## config.mk

```make
export PLATFORM = sky130hd
export DESIGN_NAME = lab8_top
export DESIGN_NICKNAME = d
export VERILOG_FILES = /design/src/rtl/lab8_top_if.sv /design/src/rtl/lab8_top.sv
export SDC_FILE = /design/constraint.sdc
export NUM_CORES = 2
export LEC_CHECK = 0
export BUFFER_PORTS_ARGS = -buffer_cell sky130_fd_sc_hd__buf_2
export CORE_ASPECT_RATIO = 1.2
export CORE_UTILIZATION = 57
export CTS_CLUSTER_DIAMETER = 120
export DETAILED_ROUTE_END_ITERATION = 8
export GPL_TIMING_DRIVEN = 0
export PLACE_DENSITY_LB_ADDON = 0.05
export SETUP_SLACK_MARGIN = 0.5
export SLEW_MARGIN = 20
export SYNTH_ARGS = -nofsm -noshare
export SYNTH_HDL_FRONTEND = slang
export SYNTH_SLANG_ARGS = --single-unit
```

## constraint.sdc

```tcl
create_clock -name CLOCK_50 -period 4.85 [get_ports CLOCK_50]
set_input_delay 0.485 -clock CLOCK_50 [delete_from_list [all_inputs] [get_ports CLOCK_50]]
set_output_delay 0.485 -clock CLOCK_50 [all_outputs]
set_load 0.02 [all_outputs]
```

## src/rtl/lab8_top_if.sv

```systemverilog
// Memory/I-O bus between the SimpleRISC CPU (master) and the memory block (slave).
//
// Bus timing: the master drives addr every cycle. When we is high, wdata is
// stored at addr on the rising edge. Read data for the address presented in
// cycle N is available on rdata throughout cycle N+1. There is no stall and
// no ready signal, so the master is never held off.
interface lab8_top_if;
    logic [8:0]  addr;
    logic [15:0] wdata;
    logic        we;
    logic [15:0] rdata;

    modport master (output addr, output wdata, output we, input rdata);
    modport slave  (input addr, input wdata, input we, output rdata);
endinterface

```

## src/rtl/lab8_top.sv

```systemverilog
// SimpleRISC computer: multicycle 16-bit CPU, 256x16 RAM and memory-mapped
// switch/LED I/O. Optional macro LAB8_CALL_EN adds BL/BX/BLX on opcode 010;
// without it opcode 010 executes as a NOP. RAM contents come from the
// device image (or the testbench); reset never clears RAM or R0..R7.

module lab8_regfile (
    input  logic        clk_i,
    input  logic        we_i,
    input  logic [2:0]  wnum_i,
    input  logic [15:0] wdata_i,
    input  logic [2:0]  ra_i,
    input  logic [2:0]  rb_i,
    input  logic [2:0]  rc_i,
    output logic [15:0] ra_o,
    output logic [15:0] rb_o,
    output logic [15:0] rc_o
);
    logic [15:0] R0, R1, R2, R3, R4, R5, R6, R7;
    logic [15:0] rd_mux [0:7];

    // Single write port; registers deliberately have no reset.
    always_ff @(posedge clk_i) begin
        if (we_i) begin
            case (wnum_i)
                3'd0: R0 <= wdata_i;
                3'd1: R1 <= wdata_i;
                3'd2: R2 <= wdata_i;
                3'd3: R3 <= wdata_i;
                3'd4: R4 <= wdata_i;
                3'd5: R5 <= wdata_i;
                3'd6: R6 <= wdata_i;
                default: R7 <= wdata_i;
            endcase
        end
    end

    // Gather the named registers so the three read ports can index them.
    always_comb begin
        rd_mux[0] = R0; rd_mux[1] = R1; rd_mux[2] = R2; rd_mux[3] = R3;
        rd_mux[4] = R4; rd_mux[5] = R5; rd_mux[6] = R6; rd_mux[7] = R7;
    end

    assign ra_o = rd_mux[ra_i];
    assign rb_o = rd_mux[rb_i];
    assign rc_o = rd_mux[rc_i];
endmodule

module lab8_dp (
    input  logic        clk_i,
    input  logic        rst_n_i,
    input  logic [15:0] ir_i,
    input  logic        load_ab_i,
    input  logic        exec_i,
    input  logic        wr_en_i,
    input  logic [1:0]  wr_sel_i,
    input  logic [2:0]  wr_num_i,
    input  logic [15:0] mem_rdata_i,
    input  logic [8:0]  pc_i,
    output logic [15:0] a_o,
    output logic [15:0] rd_val_o,
    output logic        z_o,
    output logic        n_o,
    output logic        v_o
);
    logic [4:0]  opsub;
    logic [15:0] rn_val, rm_val, rm_sh, wdata;
    logic [15:0] a_q, b_q, c_q, c_d, diff;
    logic        z_q, n_q, v_q;

    assign opsub = ir_i[15:11];
    assign diff  = a_q - b_q;

    lab8_regfile REGFILE (
        .clk_i   (clk_i),
        .we_i    (wr_en_i),
        .wnum_i  (wr_num_i),
        .wdata_i (wdata),
        .ra_i    (ir_i[10:8]),
        .rb_i    (ir_i[2:0]),
        .rc_i    (ir_i[7:5]),
        .ra_o    (rn_val),
        .rb_o    (rm_val),
        .rc_o    (rd_val_o)
    );

    // Barrel stage on Rm only: none, LSL1, LSR1 (zero fill), ASR1.
    always_comb begin
        case (ir_i[4:3])
            2'b01:   rm_sh = {rm_val[14:0], 1'b0};
            2'b10:   rm_sh = {1'b0, rm_val[15:1]};
            2'b11:   rm_sh = {rm_val[15], rm_val[15:1]};
            default: rm_sh = rm_val;
        endcase
    end

    // ALU result for the instruction held in IR.
    always_comb begin
        case (opsub)
            5'b11010: c_d = {{8{ir_i[7]}}, ir_i[7:0]};
            5'b11000: c_d = b_q;
            5'b10100: c_d = a_q + b_q;
            5'b10101: c_d = diff;
            5'b10110: c_d = a_q & b_q;
            5'b10111: c_d = ~b_q;
            default:  c_d = 16'h0000;
        endcase
    end

    // Writeback source: ALU result, memory data, or return address for links.
    always_comb begin
        case (wr_sel_i)
            2'd1:    wdata = mem_rdata_i;
            2'd2:    wdata = {7'b0, pc_i};
            default: wdata = c_q;
        endcase
    end

    // Operand and result registers of the multicycle datapath.
    always_ff @(posedge clk_i) begin
        if (load_ab_i) begin
            a_q <= rn_val;
            b_q <= rm_sh;
        end
        if (exec_i) c_q <= c_d;
    end

    // Status flags change only on CMP; cleared by reset.
    always_ff @(posedge clk_i) begin
        if (!rst_n_i) begin
            z_q <= 1'b0;
            n_q <= 1'b0;
            v_q <= 1'b0;
        end else if (exec_i && opsub == 5'b10101) begin
            z_q <= (diff == 16'h0000);
            n_q <= diff[15];
            v_q <= (a_q[15] ^ b_q[15]) & (diff[15] ^ a_q[15]);
        end
    end

    assign a_o = a_q;
    assign z_o = z_q;
    assign n_o = n_q;
    assign v_o = v_q;
endmodule

module lab8_cpu (
    input  logic       clk_i,
    input  logic       rst_n_i,
    lab8_top_if.master bus,
    output logic       halted_o
);
    localparam logic [3:0] S_RST  = 4'd0,  S_IF1  = 4'd1,  S_IF2  = 4'd2,
                           S_UPD  = 4'd3,  S_DEC  = 4'd4,  S_EXEC = 4'd5,
                           S_WB   = 4'd6,  S_ADDR = 4'd7,  S_MEM  = 4'd8,
                           S_LDWB = 4'd9,  S_BR   = 4'd10, S_CALL = 4'd11,
                           S_HALT = 4'd12;

    logic [3:0]  state_q, state_d;
    logic [8:0]  PC, addr_q, imm8_sx;
    logic [15:0] ir_q, a_val, rd_val;
    logic [2:0]  op;
    logic [1:0]  sub, wr_sel;
    logic [2:0]  wr_num;
    logic        load_ab, exec, wr_en, taken, z, n, v, unused_hi;

    assign op        = ir_q[15:13];
    assign sub       = ir_q[12:11];
    assign imm8_sx   = {ir_q[7], ir_q[7:0]};
    assign unused_hi = ^a_val[15:9];

    lab8_dp DP (
        .clk_i (clk_i), .rst_n_i (rst_n_i), .ir_i (ir_q),
        .load_ab_i (load_ab), .exec_i (exec), .wr_en_i (wr_en),
        .wr_sel_i (wr_sel), .wr_num_i (wr_num), .mem_rdata_i (bus.rdata),
        .pc_i (PC), .a_o (a_val), .rd_val_o (rd_val),
        .z_o (z), .n_o (n), .v_o (v)
    );

    // Branch condition from cond field IR[10:8]; unused codes never branch.
    always_comb begin
        case (ir_q[10:8])
            3'b000:  taken = 1'b1;
            3'b001:  taken = z;
            3'b010:  taken = ~z;
            3'b011:  taken = n ^ v;
            3'b100:  taken = (n ^ v) | z;
            default: taken = 1'b0;
        endcase
    end

    // Next-state logic of the fetch/decode/execute sequence.
    always_comb begin
        state_d = state_q;
        case (state_q)
            S_RST:  state_d = S_IF1;
            S_IF1:  state_d = S_IF2;
            S_IF2:  state_d = S_UPD;
            S_UPD:  state_d = S_DEC;
            S_DEC: begin
                case (op)
                    3'b101, 3'b110: state_d = S_EXEC;
                    3'b011, 3'b100: state_d = (sub == 2'b00) ? S_ADDR : S_IF1;
                    3'b001:         state_d = S_BR;
                    3'b010:         state_d = S_CALL;
                    3'b111:         state_d = S_HALT;
                    default:        state_d = S_IF1;
                endcase
            end
            S_EXEC: state_d = ((op == 3'b101 && sub != 2'b01) ||
                               (op == 3'b110 && !sub[0])) ? S_WB : S_IF1;
            S_ADDR: state_d = S_MEM;
            S_MEM:  state_d = (op == 3'b011) ? S_LDWB : S_IF1;
            S_HALT: state_d = S_HALT;
            default: state_d = S_IF1;
        endcase
    end

    // Per-state datapath and bus controls; a reset edge suppresses writes.
    always_comb begin
        load_ab  = (state_q == S_DEC);
        exec     = (state_q == S_EXEC);
        wr_en    = 1'b0;
        wr_sel   = 2'd0;
        wr_num   = ir_q[7:5];
        bus.we   = 1'b0;
        bus.addr = PC;
        case (state_q)
            S_WB: begin
                wr_en = rst_n_i;
                if (op == 3'b110 && sub == 2'b10) wr_num = ir_q[10:8];
            end
            S_LDWB: begin
                wr_en  = rst_n_i;
                wr_sel = 2'd1;
            end
            S_MEM: begin
                bus.addr = addr_q;
                bus.we   = rst_n_i && (op == 3'b100);
            end
`ifdef LAB8_CALL_EN
            S_CALL: begin
                wr_en  = rst_n_i && sub[1];
                wr_sel = 2'd2;
                wr_num = 3'd7;
            end
`endif
            default: ;
        endcase
    end

    assign bus.wdata = rd_val;

    // State register; reset returns to RST from any state.
    always_ff @(posedge clk_i) begin
        if (!rst_n_i) state_q <= S_RST;
        else          state_q <= state_d;
    end

    // PC, IR and data address; PC clears only on the first edge in RST after release.
    always_ff @(posedge clk_i) begin
        if (rst_n_i) begin
            case (state_q)
                S_RST:  PC <= 9'd0;
                S_IF2:  ir_q <= bus.rdata;
                S_UPD:  PC <= PC + 9'd1;
                S_DEC:  ;
                S_ADDR: addr_q <= a_val[8:0] + {{4{ir_q[4]}}, ir_q[4:0]};
                S_BR:   if (sub == 2'b00 && taken) PC <= PC + imm8_sx;
`ifdef LAB8_CALL_EN
                S_CALL: begin
                    case (sub)
                        2'b11:        PC <= PC + imm8_sx;
                        2'b00, 2'b10: PC <= rd_val[8:0];
                        default:      ;
                    endcase
                end
`endif
                default: ;
            endcase
        end
    end

    assign halted_o = (state_q == S_HALT);
endmodule

module lab8_mem #(
    parameter int ADDR_W = 8
) (
    input  logic       clk_i,
    input  logic       rst_n_i,
    lab8_top_if.slave  bus,
    input  logic [7:0] sw_i,
    output logic [7:0] led_o
);
    logic [15:0] mem [0:(1 << ADDR_W) - 1];
    logic [15:0] ram_q, io_q;
    logic [7:0]  led_q;
    logic        ram_sel_q;

    // RAM occupies addr[8]==0: synchronous write, registered read.
    always_ff @(posedge clk_i) begin
        if (bus.we && !bus.addr[8]) mem[bus.addr[ADDR_W-1:0]] <= bus.wdata;
        ram_q <= mem[bus.addr[ADDR_W-1:0]];
    end

    // I/O page: switches readable at 0x140, LED register written at 0x100.
    always_ff @(posedge clk_i) begin
        ram_sel_q <= !bus.addr[8];
        io_q      <= (bus.addr == 9'h140) ? {8'b0, sw_i} : 16'h0000;
        if (!rst_n_i)                          led_q <= 8'h00;
        else if (bus.we && bus.addr == 9'h100) led_q <= bus.wdata[7:0];
    end

    assign bus.rdata = ram_sel_q ? ram_q : io_q;
    assign led_o     = led_q;
endmodule

module lab8_top #(
    parameter int ADDR_W = 8
) (
    input  logic       CLOCK_50,
    input  logic [3:0] KEY,
    input  logic [9:0] SW,
    output logic [9:0] LEDR,
    output logic [6:0] HEX0,
    output logic [6:0] HEX1,
    output logic [6:0] HEX2,
    output logic [6:0] HEX3,
    output logic [6:0] HEX4,
    output logic [6:0] HEX5
);
    lab8_top_if bus ();
    logic       halted, unused_inputs;
    logic [7:0] led;

    lab8_cpu CPU (
        .clk_i    (CLOCK_50),
        .rst_n_i  (KEY[1]),
        .bus      (bus),
        .halted_o (halted)
    );

    lab8_mem #(.ADDR_W(ADDR_W)) MEM (
        .clk_i   (CLOCK_50),
        .rst_n_i (KEY[1]),
        .bus     (bus),
        .sw_i    (SW[7:0]),
        .led_o   (led)
    );

    assign LEDR = {1'b0, halted, led};
    assign HEX0 = 7'h7F;
    assign HEX1 = 7'h7F;
    assign HEX2 = 7'h7F;
    assign HEX3 = 7'h7F;
    assign HEX4 = 7'h7F;
    assign HEX5 = 7'h7F;
    assign unused_inputs = ^{KEY[3:2], KEY[0], SW[9:8]};
endmodule

```

-- Word-level counts from Yosys, hierarchy flattened
Memory sizes are Yosys's and may differ from the RTL's. A register that Yosys moved wholly into a read port is not among the register bits.
Index checks and enable logic that the tools add are counted.
- add/sub/neg operators: 5
- order comparisons: 3
- equality and inequality tests: 44
- muxes and demuxes: 29
- bitwise operators: 12
- reduce and logical (&&, ||, !) cells: 32
- operator list (operator ; count):
    binary-select mux 16 bit (select 3 bit) ; 3
    2-to-1 mux 16 bit ; 7
    one-hot mux 16 bit (6 select lines) ; 1
    one-hot mux 16 bit (3 select lines) ; 1
    one-hot mux 16 bit (2 select lines) ; 1
    one-hot mux 4 bit (8 select lines) ; 1
    == test 5 bit, second input constant ; 6
    one-hot mux 9 bit (3 select lines) ; 1
    == test 3 bit, second input constant ; 8
    one-hot mux 4 bit (5 select lines) ; 1
    AND reduction 2 bit ; 10
    adder 9 bit ; 2
    == test 3 x 2 -> 1 bit, second input constant ; 6
    == test 9 bit, second input constant ; 2
    2-to-1 mux 9 bit ; 2
    adder 16 bit ; 1
    AND 16 bit ; 1
    == test 4 x 3 -> 1 bit, second input constant ; 4
    == test 4 bit, second input constant ; 4
    zero test 16 bit ; 1
    inverter 16 bit ; 1
    subtractor 16 bit ; 1
    >= comparator 4 bit, second input constant ; 3
    2-to-1 mux 3 bit ; 4
    other kinds (25) ; 53
- bits in registers: 242
- memory bits (writable): 4096
- input bits: 15
- output and inout bits: 52
- memories: 1
- memory list (memory ; words ; width ; read ports ; clocked after memory_dff ; write ports ; line ; text):
    MEM.mem ; 256 ; 16 ; 1 ; 1 ; 1 ; lab8_top.sv:295 ; logic [15:0] mem [0:(1 << ADDR_W) - 1];

-- Longest topological paths before layout
- depth after elaboration: 8
- mapped depth: 16
- gate-level depth less buffers: 14

-- Modules after synthesis
Synthesis repeated with hierarchy kept, for this count alone.
- cells, all modules: 7844
- area, all modules: 170080.6 sq um
- by module, submodules not included (module ; times used ; cells an instance ; area each (sq um)):
    lab8_mem ; 1 ; 6772 ; 155776.9
    lab8_regfile ; 1 ; 312 ; 7115.6
    lab8_dp ; 1 ; 479 ; 4287.9
    lab8_cpu ; 1 ; 235 ; 2562.5
    lab8_top ; 1 ; 46 ; 337.8

-- Least setup slack after synthesis
OpenSTA, ideal clock, no wires.
- path kind: register to register
- start: register CPU.ir_q[5]
- end: memory MEM.mem[0][15] (data pin)
- data arrival time: 3991 ps
- data required time: 4295 ps
- slack: 304 ps
- cell stages (with the launch flop): 6
- path buffers: 3
- cell sequence: edfxtp_1 -> clkbuf_1 -> clkbuf_1 -> buf_1 -> mux4_2 -> mux2_2
- longest elaborated chain between the ends: 4
- ends and longest elaborated chain (element ; line ; text):
    from (decl) ; lab8_top.sv:160 ; logic [15:0] ir_q, a_val, rd_val;
    from (signal assigned) ; lab8_top.sv:264 ; S_IF2: ir_q <= bus.rdata;
    inverter 3 -> 4 bit (not written as such) ; lab8_top.sv:45 ; assign rc_o = rd_mux[rc_i];
    binary-select mux 16 bit (select 3 bit) ; lab8_top.sv:45 ;
    2-to-1 mux 16 bit (not written as such) (2 in a row) ; lab8_top.sv:45 ;
    via CPU.DP.REGFILE.rc_o[15] ; lab8_top.sv:16 ; output logic [15:0] rc_o
    to (decl) ; lab8_top.sv:295 ;
The timed path passes the listed nets, and every way through them passes these cells. The select of a mux whose other input is x is not followed.

-- Worst setup path in the final report
- start: register CPU.state_q[1]
- end: register MEM.ram_q[8] (read register of MEM.mem)
- longest elaborated chain between the ends: 2
- ends and longest elaborated chain (element ; line ; text):
    from (decl) ; lab8_top.sv:158 ; logic [3:0] state_q, state_d;
    from (signal assigned) ; lab8_top.sv:256 ; else state_q <= state_d;
    == test 4 bit ; lab8_top.sv:227 ; case (state_q)
    2-to-1 mux 9 bit ; lab8_top.sv:227 ;
    to (decl) ; lab8_top.sv:296 ; logic [15:0] ram_q, io_q;
Every way passes these cells.
A chain may end at the register's enable or synchronous reset.

==> metrics.txt <==
fin. max-slew vios 0; total placed cells including tap cells about 17000; clk root buf clkbuf_16; GRT overflow 0; Synth Instances about 13000; Seq cells post-synth about 4300; max reg flops about 4000; WL per Instance roughly 37 um; Worst Path Class, Setup register to register; Area after DPL roughly 180000 sq um; Num CTS Buffers between 400 and 500; Lkg Pwr between 60 and 70 nW; Slew headroom 0.121; Hold WC Path Type input port to register; post-route design area just over 200000 sq um; Place WS -3.14 ns; CP max stage cell nor4_4; first-pass GRT wire length approximately 900000 um; clk sinks roughly 4300; vias in the first global route 112000; Max FO, Critical Path 10; yosys warns 0; metal1 wirelength roughly 220000 um; hold violation count in the final report 0; gp weighted congestion ~1.1; drt via density approximately 6.7; DRT Pass-1 Iters 9; Slew @ Worst Pin between 1 and 1.5 ns; vias about 120k; failing checks design-rule violations, negative setup slack; Hold WS ~0.26 ns; Port Buf Inserts 18; P&R area growth vs syn 17.5%; Final setup viols 14; pwr dens about 400 nW/um^2; status finished, violations left; delay-heaviest family, CP simple AND/OR/NAND/NOR gates; DR top layer met5; post-route clock period utilization 1.11; Cell Rows 221; ys async rst share 0; syn_area_per_cell approximately 14 sq um; Die ar. between 300000 and 400000 sq um; post-synth top area cell edfxtp_1; final wirelength between 600000 and 700000 um; final non-filler cell total about 18000; DRC 1; library cells used by synthesis 76; Initial Util 0.574; VDD IR max around 0.00037 V; startpoint type of the worst setup path register; post-synthesis sequential area ratio 0.749; Routed Antenna Nets 0; fmax about 0.19 GHz; initial antenna violation count 51; CP Cell Sequence buf_6 > nor4b_4 > buf_12 > mux2i_4 > buf_12 > buf_6 > buf_8 > buf_8 > buf_6 > mux2i_2 > a32o_1 > o31a_1 > nand4_1 > nor4_4 > nand4_1; RSZ-0062 raised after global routing true; mapped cell area around 170000 sq um; initial DRC count about 19000; Top cell by count, worst path buf_6; Required @ worst endpoint between 5 and 6 ns; Arr. time, crit path about 6 ns; boundary pin count 67; worst setup margin -0.512 ns; hpwl dp between 400000 and 500000 um; Clock Skews 0.0542 ns; Slowest Stage Delay on Critical Path 0.81 ns; EDFF count, synth 4306; Synth top area share 0.745; clk slew on worst S/H paths 0.06 ns; share of cells above drive strength 1 0.164; top cells by area, synth edfxtp_1 (74%), nand2_1 (7.5%), nand3_1 (3.0%); Final Critical Period 5.36 ns; nets around 14000; largest net degree at the start of global routing ~140; Met2 Wirelength between 200000 and 300000 um; Tot GR Track Use 0.432; Chip Height about 610 um; Clock Latency Late Sink around 0.96 ns; Chip Width just over 500 um; WL met3 around 89000 um; Filler cells 21300; clock buffer depth 4; core area around 300000 sq um; Final Core Density 0.674; MaxCap Viol Count 0; H-Tree Depth 5; CP Buf/Inv Count 7; Primary FF master, synth edfxtp_1; Worst setup EP type register; CTS tree yes
-- worst register-to-register path, stage by stage, from the launching register on --
cell     delay, ns
dfxtp_2       0.32
buf_6         0.11
nor4b_4       0.27
buf_12        0.18
mux2i_4       0.25
buf_12        0.17
buf_6         0.24
buf_8         0.28
buf_8         0.33
buf_6         0.24
mux2i_2       0.32
a32o_1        0.18
o31a_1        0.19
nand4_1       0.65
nor4_4        0.83
nand4_1       0.50
-- final cells by class --
cell class | count | area (sq um) | share of cell area
flip-flops and latches | 4346 | 130000 | 0.638
multi-input cells | 7398 | 42600 | 0.209
clock buffers | 509 | 11200 | 0.0551
plain buffers | 880 | 6450 | 0.0316
repair buffers | 417 | 5570 | 0.0273
well taps | 4014 | 5020 | 0.0246
clock inverters | 254 | 2660 | 0.0130
inverters | 51 | 191 | 0.000939
diodes | 39 | 97.6 | 0.000478
-- synthesized netlist by cell type, types with 8 or more instances --
library cell and n:
a2111oi_0 16, a211oi_1 27, a21o_1 12, a21oi_1 461
a221oi_1 25, a22oi_1 264, a311oi_1 53, a31oi_1 329
a32o_1 29, a32oi_1 66, a41o_1 14, a41oi_1 34
and2_1 20, and3_1 73, buf_1 161, buf_2 275
buf_4 55, clkbuf_1 383, dfxtp_1 40, edfxtp_1 4306
ha_1 48, inv_1 50, mux2_2 51, mux2i_1 145
mux4_2 150, nand2_1 3462, nand2b_1 16, nand3_1 1058
nand4_1 319, nor2_1 338, nor2b_1 19, nor3_1 40
nor4_1 19, o2111ai_1 16, o21ai_0 93, o21bai_1 9
o31a_1 14, or3_1 8, xnor2_1 30, xor2_1 15
-- where the power goes --
part           switching (mW)  internal (mW)
sequential             0.0324           41.3
combinational            5.19           1.69
clock                    14.5           19.3
total                    19.7           62.2
-- path summary, 6_finish.rpt --
check / start / endpoint / slack (ns) / cells past startpoint
setup reg to reg: CPU.state_q[1] / MEM.ram_q[8] / -0.51 / 15
setup / recovery: CPU.state_q[1] / MEM.ram_q[8] / -0.51 / 15
hold reg to reg: CPU.DP.v_o / CPU.DP.v_o / 0.51 / 2
hold / removal: KEY[1] / MEM.led_o[0] / 0.26 / 3
-- through the flow --
stage                     setup TNS [ns]  total power [mW]
final                              -5.27              81.9
after global routing               -2.08              83.1
after CTS                          -1.13              81.3
after detailed placement        -5739.85              48.0
after global placement                 -              47.9
after floorplan                        0              44.9
-- timing repair --
action / in CTS / in global routing
cloned: 1 / 0
hold buffers: 8 / 0
pin swaps: 89 / 53
endpoints found under the setup margin: 5804 / 4129
buffers inserted: 99 / 33
hold endpoints to repair: 8 / 0
resized for setup: 989 / 187
-- cells by family after synthesis --
kind of cell / share of synthesized area
AOI/OAI and AO/OA: 0.0571
xor gates and xnor gates: 0.00227
adders and majority gates: 0.00398
buffers and inverters: 0.0235
DFF: 0.749
muxes: 0.0315
other: 0.0000432
and+or+nand+nor: 0.132
-- layer usage --
layer | global-route usage | vias up
met3 | 0.149 | 2035
li1 | - | 49000
met4 | 0.322 | 24
met2 | 0.646 | 8840
met5 | 0.00281 | -
met1 | 0.523 | 59700
-- placed cells by master (no fill, tap or decap), types with 73 or more instances in the layout --
master	Yosys	final
clkinv_1	1	86
nand3_1	1058	1047
clkbuf_1	383	279
and3_1	73	73
buf_1	161	77
a22oi_1	264	254
buf_8	0	108
mux2i_1	145	134
a21oi_1	461	448
clkbuf_2	1	90
buf_4	55	234
nand4_1	319	319
buf_2	275	166
o21ai_0	93	85
buf_6	5	178
nor2_4	3	111
mux4_2	150	150
a31oi_1	329	324
nor2_2	0	166
clkinv_2	0	90
edfxtp_1	4306	4306
clkbuf_16	0	438
nand2_1	3462	3441
(Power assumes the default switching activity.)
